**src/rtl/time_setter_pkg.sv**
```systemverilog
// Shared widths, limits, packing offsets and FSM encoding for the time setter.
// Field helpers keep every value inside its legal range.
package time_setter_pkg;

  localparam int HOUR_W = 5;
  localparam int MIN_W  = 6;
  localparam int SEC_W  = 6;
  localparam int TIME_W = HOUR_W + MIN_W + SEC_W;

  localparam int SEC_LSB  = 0;
  localparam int MIN_LSB  = SEC_LSB + SEC_W;
  localparam int HOUR_LSB = MIN_LSB + MIN_W;

  localparam logic [HOUR_W-1:0] HOUR_MAX = 5'd23;
  localparam logic [MIN_W-1:0]  MS_MAX   = 6'd59;

  localparam logic [1:0] FIELD_NONE = 2'd0;
  localparam logic [1:0] FIELD_HOUR = 2'd1;
  localparam logic [1:0] FIELD_MIN  = 2'd2;
  localparam logic [1:0] FIELD_SEC  = 2'd3;

  typedef enum logic [2:0] {
    IDLE,
    SET_H,
    SET_M,
    SET_S,
    HOLD
  } state_t;

  function automatic logic [HOUR_W-1:0] hour_inc(input logic [HOUR_W-1:0] h);
    return (h >= HOUR_MAX) ? '0 : h + 1'b1;
  endfunction

  function automatic logic [HOUR_W-1:0] hour_dec(input logic [HOUR_W-1:0] h);
    return (h == '0 || h > HOUR_MAX) ? HOUR_MAX : h - 1'b1;
  endfunction

  function automatic logic [MIN_W-1:0] ms_inc(input logic [MIN_W-1:0] v);
    return (v >= MS_MAX) ? '0 : v + 1'b1;
  endfunction

  function automatic logic [MIN_W-1:0] ms_dec(input logic [MIN_W-1:0] v);
    return (v == '0 || v > MS_MAX) ? MS_MAX : v - 1'b1;
  endfunction

  // A corrupt value from the clock core is loaded as zero rather than kept.
  function automatic logic [HOUR_W-1:0] hour_clamp(input logic [HOUR_W-1:0] h);
    return (h > HOUR_MAX) ? '0 : h;
  endfunction

  function automatic logic [MIN_W-1:0] ms_clamp(input logic [MIN_W-1:0] v);
    return (v > MS_MAX) ? '0 : v;
  endfunction

endpackage

```
**src/rtl/time_setter_btn_edge.sv**
```systemverilog
// Two-flop synchronizer plus registered rising-edge pulse for one button.
// Pulse appears three clocks after the input edge and lasts one cycle.
module btn_edge (
  input  logic clk,
  input  logic rst,
  input  logic btn,
  output logic pulse
);

  logic [1:0] sync_q;
  logic       prev_q;
  logic [2:0] warm_q;

  // warm_q masks the edge detector until the synchronizer holds the real
  // button level, so a button held through reset release never fires.
  always_ff @(posedge clk or posedge rst) begin
    if (rst) begin
      sync_q <= '0;
      prev_q <= 1'b0;
      warm_q <= '0;
      pulse  <= 1'b0;
    end else begin
      sync_q <= {sync_q[0], btn};
      prev_q <= sync_q[1];
      warm_q <= {warm_q[1:0], 1'b1};
      pulse  <= warm_q[2] & sync_q[1] & ~prev_q;
    end
  end

endmodule

```
**src/rtl/time_setter.sv**
```systemverilog
// Button-driven time editor: captures the running time, edits h/m/s with
// wrap-around, and holds the overwrite request long enough to be committed.
module time_setter
  import time_setter_pkg::*;
#(
  parameter int OW_HOLD = 100000000
) (
  input  logic              clk,
  input  logic              rst,
  input  logic              btn_mode,
  input  logic              btn_inc,
  input  logic              btn_dec,
  input  logic [TIME_W-1:0] time_cur,
  output logic [TIME_W-1:0] time_in,
  output logic              time_ow,
  output logic [1:0]        edit_field
);

  localparam int CNT_W = (OW_HOLD > 1) ? $clog2(OW_HOLD) : 1;
  localparam logic [CNT_W-1:0] CNT_LOAD = CNT_W'(OW_HOLD - 1);

  logic ev_mode, ev_inc, ev_dec;
  logic step_up, step_dn;

  state_t            state;
  logic [HOUR_W-1:0] hour_q;
  logic [MIN_W-1:0]  min_q;
  logic [SEC_W-1:0]  sec_q;
  logic [CNT_W-1:0]  cnt_q;

  btn_edge u_edge_mode (.clk(clk), .rst(rst), .btn(btn_mode), .pulse(ev_mode));
  btn_edge u_edge_inc  (.clk(clk), .rst(rst), .btn(btn_inc),  .pulse(ev_inc));
  btn_edge u_edge_dec  (.clk(clk), .rst(rst), .btn(btn_dec),  .pulse(ev_dec));

  // Mode wins over inc/dec; simultaneous inc and dec cancel.
  assign step_up = ev_inc & ~ev_dec & ~ev_mode;
  assign step_dn = ev_dec & ~ev_inc & ~ev_mode;

  always_ff @(posedge clk or posedge rst) begin
    if (rst) begin
      state  <= IDLE;
      hour_q <= '0;
      min_q  <= '0;
      sec_q  <= '0;
      cnt_q  <= '0;
    end else begin
      case (state)
        IDLE: begin
          if (ev_mode) begin
            hour_q <= hour_clamp(time_cur[HOUR_LSB +: HOUR_W]);
            min_q  <= ms_clamp(time_cur[MIN_LSB +: MIN_W]);
            sec_q  <= ms_clamp(time_cur[SEC_LSB +: SEC_W]);
            state  <= SET_H;
          end
        end
        SET_H: begin
          if (ev_mode)      state  <= SET_M;
          else if (step_up) hour_q <= hour_inc(hour_q);
          else if (step_dn) hour_q <= hour_dec(hour_q);
        end
        SET_M: begin
          if (ev_mode)      state <= SET_S;
          else if (step_up) min_q <= ms_inc(min_q);
          else if (step_dn) min_q <= ms_dec(min_q);
        end
        SET_S: begin
          if (ev_mode) begin
            state <= HOLD;
            cnt_q <= CNT_LOAD;
          end else if (step_up) begin
            sec_q <= ms_inc(sec_q);
          end else if (step_dn) begin
            sec_q <= ms_dec(sec_q);
          end
        end
        HOLD: begin
          if (cnt_q == '0) state <= IDLE;
          else             cnt_q <= cnt_q - 1'b1;
        end
        default: state <= IDLE;
      endcase
    end
  end

  // Outputs decode the state register directly so reset drops them at once.
  always_comb begin
    time_ow    = 1'b0;
    edit_field = FIELD_NONE;
    case (state)
      SET_H: begin time_ow = 1'b1; edit_field = FIELD_HOUR; end
      SET_M: begin time_ow = 1'b1; edit_field = FIELD_MIN;  end
      SET_S: begin time_ow = 1'b1; edit_field = FIELD_SEC;  end
      HOLD:  time_ow = 1'b1;
      default: ;
    endcase
  end

  assign time_in = {hour_q, min_q, sec_q};

endmodule

```
**config.mk**
```make
export PLATFORM = sky130hd
export DESIGN_NAME = time_setter
export DESIGN_NICKNAME = d
export VERILOG_FILES = /design/src/rtl/time_setter_pkg.sv /design/src/rtl/time_setter_btn_edge.sv /design/src/rtl/time_setter.sv
export SDC_FILE = /design/constraint.sdc
export NUM_CORES = 1
export LEC_CHECK = 0
export ABC_AREA = 1
export CAP_MARGIN = 20
export CELL_PAD_IN_SITES_DETAIL_PLACEMENT = 1
export CELL_PAD_IN_SITES_GLOBAL_PLACEMENT = 1
export CORE_ASPECT_RATIO = 1.75
export CORE_UTILIZATION = 43
export CTS_BUF_LIST = sky130_fd_sc_hd__clkbuf_8
export DETAILED_ROUTE_END_ITERATION = 10
export PLACE_DENSITY = 0.85
export SLEW_MARGIN = 10
export SYNTH_ARGS = -nofsm -noshare
export SYNTH_HDL_FRONTEND = slang
export SYNTH_HIERARCHICAL = 1
export SYNTH_SLANG_ARGS = --single-unit
```
**constraint.sdc**
```tcl
create_clock -name clk -period 2.5 [get_ports clk]
set_input_delay 0.5 -clock clk [delete_from_list [all_inputs] [get_ports clk]]
set_output_delay 0.5 -clock clk [all_outputs]
set_load 0.02 [all_outputs]
```
-- Word-level counts from Yosys, hierarchy flattened
Index checks and enable logic that the tools add are counted.
- flip-flop bits (word level): 68
- input port bits: 22
- output and inout bits: 20
- logic and storage cells: 118
- add/subtract/negate cells: 7
- magnitude comparators: 9
- equal/unequal tests: 16
- multiplexer cells: 35
- bitwise gates (word level): 16
- reductions and logical operators: 18
- operators with widths (cell ; number):
    $mux 6 ; 14
    $mux 27 ; 2
    $pmux 27 s2 ; 1
    $mux 5 ; 7
    $logic_not 27->1 ; 1
    $sub 27x1->27 const B ; 1
    $gt 6x6->1 const B ; 4
    $pmux 6 s2 ; 2
    $mux 3 ; 5
    $pmux 3 s5 ; 1
    $add 6x1->6 const B ; 2
    $ge 6x6->1 const B ; 2
    $logic_not 6->1 ; 2
    $reduce_and 4->1 ; 3
    $sub 6x1->6 const B ; 2
    $and 1x1->1 ; 10
    $gt 5x5->1 const B ; 2
    $ne 2x2->1 const B ; 5
    $pmux 5 s2 ; 1
    $ne 3x3->1 const B ; 3
    $ne 2x1->1 const B ; 4
    $reduce_bool 2->1 ; 4
    $eq 3x2->1 const B ; 2
    $not 1->1 ; 6
    13 further kinds ; 15

-- Logic depth before layout (Yosys ltp)
Gate-level depths: netlist (run 1).
- depth after elaboration: 7
- depth in mapped cells: 11
- mapped depth without buffers: 10

-- Modules after synthesis
The synthesis (run 1) kept the hierarchy.
- by module, submodules not included (module ; times used ; cells an instance ; area an instance (µm²)):
    time_setter ; 1 ; 596 ; 3786.1
    btn_edge ; 3 ; 11 ; 192.7

-- Worst setup path after synthesis (run 1)
No wires, ideal clock.
- path type: register to output
- from: register state[0]
- to: output time_ow
- arrival: 1.215 ns
- setup slack: 0.785 ns
- cell stages (with the launch flop): 5
- path buffers: 1
- cell sequence: dfrtp_1 > nor3_4 > inv_2 > clkbuf_1 > nand3_1
- longest elaborated chain between the ends: 3
- elaborated cells between the ends (all ways): 6
- RTL lines (element ; line ; source):
    start, declared ; time_setter.sv:25 ; state_t state;
    start signal, assigned ; time_setter.sv:41 ; state <= IDLE;
    start signal, assigned ; time_setter.sv:53 ; state <= SET_H;
    start signal, assigned ; time_setter.sv:57 ; if (ev_mode) state <= SET_M;
    $eq 3x2->1 (tied with other cells) ; time_setter.sv:89 ; case (state)
    $reduce_or 4->1 (no line) * ; n/a ;
    $mux 1 * ; time_setter.sv:89 ;
    end, declared ; time_setter.sv:15 ; output logic time_ow,
Mark *: on every way between the ends. The rest lies on a longest branch, timed or not.

-- Worst setup path after layout (run 1)
- from: register state[2]
- to: output time_ow
The elaborated chain is that of the path after synthesis.

==> results.tsv, run 1 <==
metric	value	unit
CP Max Fanout	6	
synth warn	6	
RSZ-0062 raised after global routing	no	
CORE AREA	9849	sq um
GRT Util Overall	26.49	%
CP Launch Type	flip-flop	
Synth Register Bits	68	
total setup buffers inserted after CTS	0	
CTS Root Cell	clkbuf_8	
routed wire length	13030	microns
IO buf count	41	
Peak VDD IR	0.0004887	V
worst skew pair latency	0.37	ns
first-pass detailed-route iteration total	4	
kind of critical path	reg2out	
largest net degree at the start of global routing	48	
layout cell share with drive strength beyond 1	7.636	%
P_leak	2.507	nW
Iter 0 DRT Violations	154	
DP Area	4916	sq um
final hold violation count	0	
placed wire-length estimate	10100	microns
outcome	finished clean	
Post-DRT Antenna Nets	0	
syn_nets	660	
Net Sw Power	0.002971	W
Final setup viols	0	
DRC	0	
Combinational Power Share	52.9	%
Die Width	78.16	microns
hold_buf cts	0	
vias in the first global route	4829	
Async SR Flop Fraction	100.0	%
DR vias	4314	
Final Critical Period	2.373	ns
Power Density	1159	nW/um^2
fmax	421.4	MHz
CTS tree	done	
initial core utilization	44.31	%
Final Max Tran Viols	0	
H-tree depth	3	
Critical Path AT	1.87	ns
fin crit share	94.93	%
GR Overflow Total	0	
die area	10570	sq um
first-pass GRT wire length	21670	microns
setup TNS	0	ns
Clk pin slew, worst setup/hold paths	0.08	ns
Max clock buf depth	2	
clock share of power	14.9	%
Seq/Total Area, Yosys	38.99	%
HP Class	reg2reg	
Mapped Area	4364	sq um
IO Pins	42	
Synth Instances	629	
Die H	135.3	microns
library cells used by synthesis	36	
Worst Tran Pin Value	0.6032	ns
Worst Path Required	2.00	ns
design area	5099	sq um
Post-CTS Resized	0	
max_slew headroom	59.48	%
total of max-cap violations	0	
Seq pwr share	32.2	%
Placer Congestion	0.9239	
antenna cell count	0	
Inserted Clock Buffers	9	
number of synthesized flops with an enable pin	0	
ys flop type	dfrtp_1	
initial antenna violation count	0	
# rows	48	
CP Capture Type	output port	
clk_skew	0.009905	ns
Synth Area per Inst	6.938	sq um
detailed-route wire length per cell	16.16	microns
internal power	0.002940	W
synthesis-to-layout area growth	16.83	%
via density per instance	5.352	
Final #Nets	707	
CTS Sinks	68	
switch share	50.26	%
==> final cells by class <==
cell class              count  area [sq um]
fillers                  1311          4751
multi-input cells         483          2326
flip-flops and latches     68          1702
repair buffers             49         483.0
inverters                  65         249.0
well taps                 125         156.4
clock buffers               9         123.9
clock inverters             7         58.81
==> final timing paths <==
path	from	end	slack, ns	cells after the start
min reg2reg	u_edge_inc/warm_q[0]	u_edge_inc/warm_q[1]	0.35	0
min in group asynchronous	rst	u_edge_mode/warm_q[2]	0.47	2
max reg2reg	cnt_q[1]	cnt_q[25]	0.46	9
max	state[2]	time_ow	0.13	4
min	u_edge_inc/warm_q[0]	u_edge_inc/warm_q[1]	0.35	0
max in group asynchronous	rst	cnt_q[21]	1.64	3
==> sequential cells by signal, indices dropped and copies added (netlist names) <==
name / flops
cnt_q: 27
min_q: 6
sec_q: 6
hour_q: 5
state: 3
u_edge_dec/warm_q: 3
u_edge_inc/warm_q: 3
u_edge_mode/warm_q: 3
u_edge_dec/sync_q: 2
u_edge_inc/sync_q: 2
u_edge_mode/sync_q: 2
u_edge_dec/prev_q: 1
u_edge_dec/pulse: 1
u_edge_inc/prev_q: 1
u_edge_inc/pulse: 1
u_edge_mode/prev_q: 1
u_edge_mode/pulse: 1
==> critical path, stage by stage (launching register included) <==
cell	delay [ns]
dfrtp_1	0.45
nor2_1	0.16
nand2_1	0.15
nand3_1	0.12
clkdlybuf4s50_1	0.63
==> cells in the final DEF, fill, tap and decap left out, types with 7 or more instances in the layout <==
cell | Yosys | layout
inv_1 | 58 | 57
xor2_1 | 18 | 18
nor2_1 | 94 | 94
buf_4 | 0 | 7
clkbuf_8 | 0 | 9
dfrtp_1 | 68 | 68
o21ai_1 | 15 | 15
a21oi_1 | 17 | 17
o21ai_0 | 25 | 25
nand2_1 | 193 | 193
nand4_1 | 10 | 10
ha_1 | 9 | 9
clkdlybuf4s50_1 | 0 | 41
nand3_1 | 58 | 58
==> power groups by stage <==
stage | Sequential (W) | Combinational (W) | Clock (W)
final | 0.00190 | 0.00313 | 0.000879
after global routing | 0.00196 | 0.00350 | 0.000931
after CTS | 0.00190 | 0.00315 | 0.000896
after detailed placement | 0.00192 | 0.00312 | 0
after global placement | 0.00190 | 0.00297 | 0
after floorplan | 0.00189 | 0.00205 | 0
==> through the flow <==
step	utilization, %	worst slack, ns	std cells	hold slack, ns	power (W)
2_1_floorplan	-	0.7850	629	0.3034	0.003949
3_3_place_gp	49.91	0.5229	790	0.3334	0.004866
3_5_place_dp	49.91	0.4812	790	0.3362	0.005043
4_1_cts	51.77	0.1113	806	0.3565	0.005948
5_1_grt	51.77	0.05123	806	0.3606	0.006391
6_report	51.77	0.1269	806	0.3539	0.005911
==> cells in the mapped netlist (3+ instances only) <==
cell      count  area (sq um)
nand2_1     193         724.4
clkbuf_1      7         26.28
o21ai_0      25         125.1
ha_1          9         112.6
inv_1        58         217.7
nor2_2        6         37.54
o21ai_1      15         75.07
nand3b_1      6         45.04
dfrtp_1      68          1702
conb_1        3         11.26
inv_2         5         18.77
nor2_1       94         352.8
nand3_1      58         290.3
a21oi_1      17         85.08
xor2_1       18         157.7
buf_6         5         56.30
nand4_1      10         62.56
a31oi_1       4         25.02
nor3_1        4         20.02
or2_2         4         25.02
==> metal layers <==
metal / track usage (%) / wire, microns
met2: 54.14 / 7655
met3: 4.444 / 305
met1: 24.13 / 4642
met4: 12.86 / 422
met5: 0 / 0
==> logic make-up (layout without fill, tap and decap cells) <==
family          Yosys count  in the layout  synth area share, %
simple gates            387            387                38.70
buf+inv                  78            130                7.712
flops                    68             68                38.99
compound gates           64             64                7.741
xor+xnor                 20             20                4.014
fa+ha+maj                 9              9                2.580
other cells               3              3               0.2580
(Power assumes the default switching activity.)
==> run 2: changes to the inputs <==
Settings changed: CELL_PAD_IN_SITES_DETAIL_PLACEMENT 1 to default, CELL_PAD_IN_SITES_GLOBAL_PLACEMENT 1 to default, CORE_UTILIZATION 43 to 54, HOLD_SLACK_MARGIN from default to 0.05, PLACE_DENSITY 0.85 to 0.81.
Clock period 2.5 ns to 2.1 ns, I/O delays scaled along.
==> run 2 against run 1 <==
Net effect:
- the flow now finishes with violations (design-rule violations)
- sequential share of layout area down 0.25 points
- via count is 3.6% lower
- core utilization increased by 14 points
- hold slack got worse by 0.0049 ns
- clock power grew 33%
- critical path type unchanged
- global-route usage rose by 1.0 points
==> results.tsv, run 2 (synthesized netlist as in run 1, its figures left out) <==
metric	value	unit	change
register area	1702	sq um	unchanged
Post-DRT Antenna Nets	0		unchanged
CP Max Fanout	10		was 6
Final Max Tran Viols	0		unchanged
worst-case reg-to-reg path depth	10		was 9
worst skew pair latency	0.35	ns	was 0.37 ns
biggest regs	cnt_q x27, min_q x6, sec_q x6		unchanged
kind of critical path	reg2out		unchanged
failing checks	design-rule violations		
hold_buf cts	0		unchanged
Top reg by flops	cnt_q		unchanged
Iter 0 DRT Violations	246		was 154
total setup buffers inserted after CTS	0		unchanged
IO buf count	41		unchanged
DRC	2		was 0
fill count	688		was 1311
Cell Chain, Critical Path	clkdlybuf4s50_1		was nor2_1, nand2_1, nand3_1, clkdlybuf4s50_1
fin util	65.40	%	was 51.77%
final worst slack	0.1181	ns	was 0.1269 ns
hold depth	0		unchanged
Clk pin slew, worst setup/hold paths	0.07	ns	was 0.08 ns
setup TNS	0	ns	unchanged
leading cell type in the layout, fill and taps excluded	nand2_1		unchanged
routed wire length	10850	microns	was 13030 microns
Peak VDD IR	0.0007245	V	was 0.0004887 V
die area	8459	sq um	was 10570 sq um
via density per instance	5.366		was 5.352
detailed-route wire length per cell	14.01	microns	was 16.16 microns
CTS Root Cell	clkbuf_8		unchanged
synthesis-to-layout area growth	17.72	%	was 16.83%
Place WS	0.2552	ns	was 0.4812 ns
CP Launch Type	flip-flop		unchanged
HP Class	reg2reg		unchanged
layout cell share with drive strength beyond 1	8.029	%	was 7.636%
Hold Crit Start	u_edge_mode/warm_q[1]		was u_edge_inc/warm_q[0]
GRT Util Overall	27.51	%	was 26.49%
Max clock buf depth	2		unchanged
R2R setup slack	0.23	ns	was 0.46 ns
initial core utilization	55.56	%	was 44.31%
CORE AREA	7855	sq um	was 9849 sq um
clk_skew	0.007067	ns	was 0.009905 ns
fmax	504.6	MHz	
Critical Path AT	1.56	ns	was 1.87 ns
Placer Congestion	1.019		was 0.9239
Worst path max stage delay	0.67	ns	was 0.63 ns
CTS tree	done		unchanged
vias in the first global route	4089		was 4829
DR vias	4159		was 4314
outcome	finished, violations left		was finished clean
Power Density	1379	nW/um^2	was 1159 nW/um^2
largest delay contributor family on the critical path	buffers and inverters		unchanged
final hold violation count	0		unchanged
fin crit share	94.38	%	
IO Pins	42		unchanged
Post-CTS Resized	2		was 0
Hold WS	0.3490	ns	was 0.3539 ns
CTS Sinks	68		unchanged
Final setup viols	0		unchanged
Worst Path Required	1.68	ns	was 2.00 ns
CP Capture Type	output port		unchanged
placed wire-length estimate	8289	microns	was 10100 microns
# rows	43		was 48
first-pass detailed-route iteration total	8		was 4
Pwr Total	0.007082	W	was 0.005911 W
Multi-input gate area	2326	sq um	unchanged
initial antenna violation count	0		unchanged
worst hold path endpoint	u_edge_mode/warm_q[2]		was u_edge_inc/warm_q[1]
reg2reg end	cnt_q[7]		was cnt_q[25]
Die Width	69.96	microns	was 78.16 microns
Final Critical Period	1.982	ns	
Final #Nets	712		was 707
P_leak	2.584	nW	was 2.507 nW
H-tree depth	3		unchanged
RSZ-0062 raised after global routing	no		unchanged
most frequent cells in the layout	nand2_1, nor2_1, dfrtp_1		unchanged
GR Overflow Total	0		unchanged
largest net degree at the start of global routing	48		unchanged
antenna cell count	0		unchanged
Inserted Clock Buffers	9		unchanged
worst r2r src	cnt_q[0]		was cnt_q[1]
Critical path buffers and inverters	1		unchanged
total of max-cap violations	0		unchanged
Crit-path slowest cell	clkdlybuf4s50_1		unchanged
first-pass GRT wire length	18350	microns	was 21670 microns
flip-flop count of the largest register after layout	27		unchanged
Die H	120.9	microns	was 135.3 microns
## run 2: layout make-up
cell class,instances,area share [%]
well taps,90,2.192
flip-flops and latches,68,33.12
repair buffers,54,10.38
multi-input cells,483,45.28
clock inverters,5,1.510
inverters,65,4.847
clock buffers,10,2.679
## run 2: worst max-delay path by stage
| stage | start | end | slack, ns | cells after the start |
|---|---|---|---|---|
| after floorplan | cnt_q[0] | cnt_q[13] | 0.40 | 11 |
| after global placement | time_cur[2] | sec_q[3] | 0.28 | 8 |
| after detailed placement | cnt_q[0] | cnt_q[7] | 0.26 | 10 |
| after CTS | state[1] | edit_field[1] | 0.02 | 3 |
| after global routing | cnt_q[8] | cnt_q[15] | 0.04 | 9 |
| final | min_q[2] | time_in[8] | 0.12 | 1 |
## run 2: worst register-to-register path, delay by kind of cell (launching register included)
family / cells / cell delay, ns
fa+ha+maj: 1 / 0.25
flops: 1 / 0.39
buf+inv: 2 / 0.32
compound gates: 1 / 0.07
simple gates: 6 / 0.79
## run 2: per-layer routing
metal	wire length, microns	up-vias	track usage, %
met5	0	-	0
met4	457	0	16.88
met3	296	33	4.651
met2	6050	90	50.24
met1	4050	1936	28.83
li1	-	2100	-
## run 2: where the power goes
part	leakage [nW]	switching [W]	internal, W
Clock	0.114	0.000480	0.000689
Sequential	0.842	0.000561	0.00168
Combinational	1.63	0.00225	0.00141
## run 2: per-stage QoR
step | instance area (sq um) | instances
final | 5137 | 775
after global routing | 5137 | 775
after CTS | 5135 | 775
after detailed placement | 4922 | 760
after global placement | 4922 | 760
after floorplan | 4364 | 629
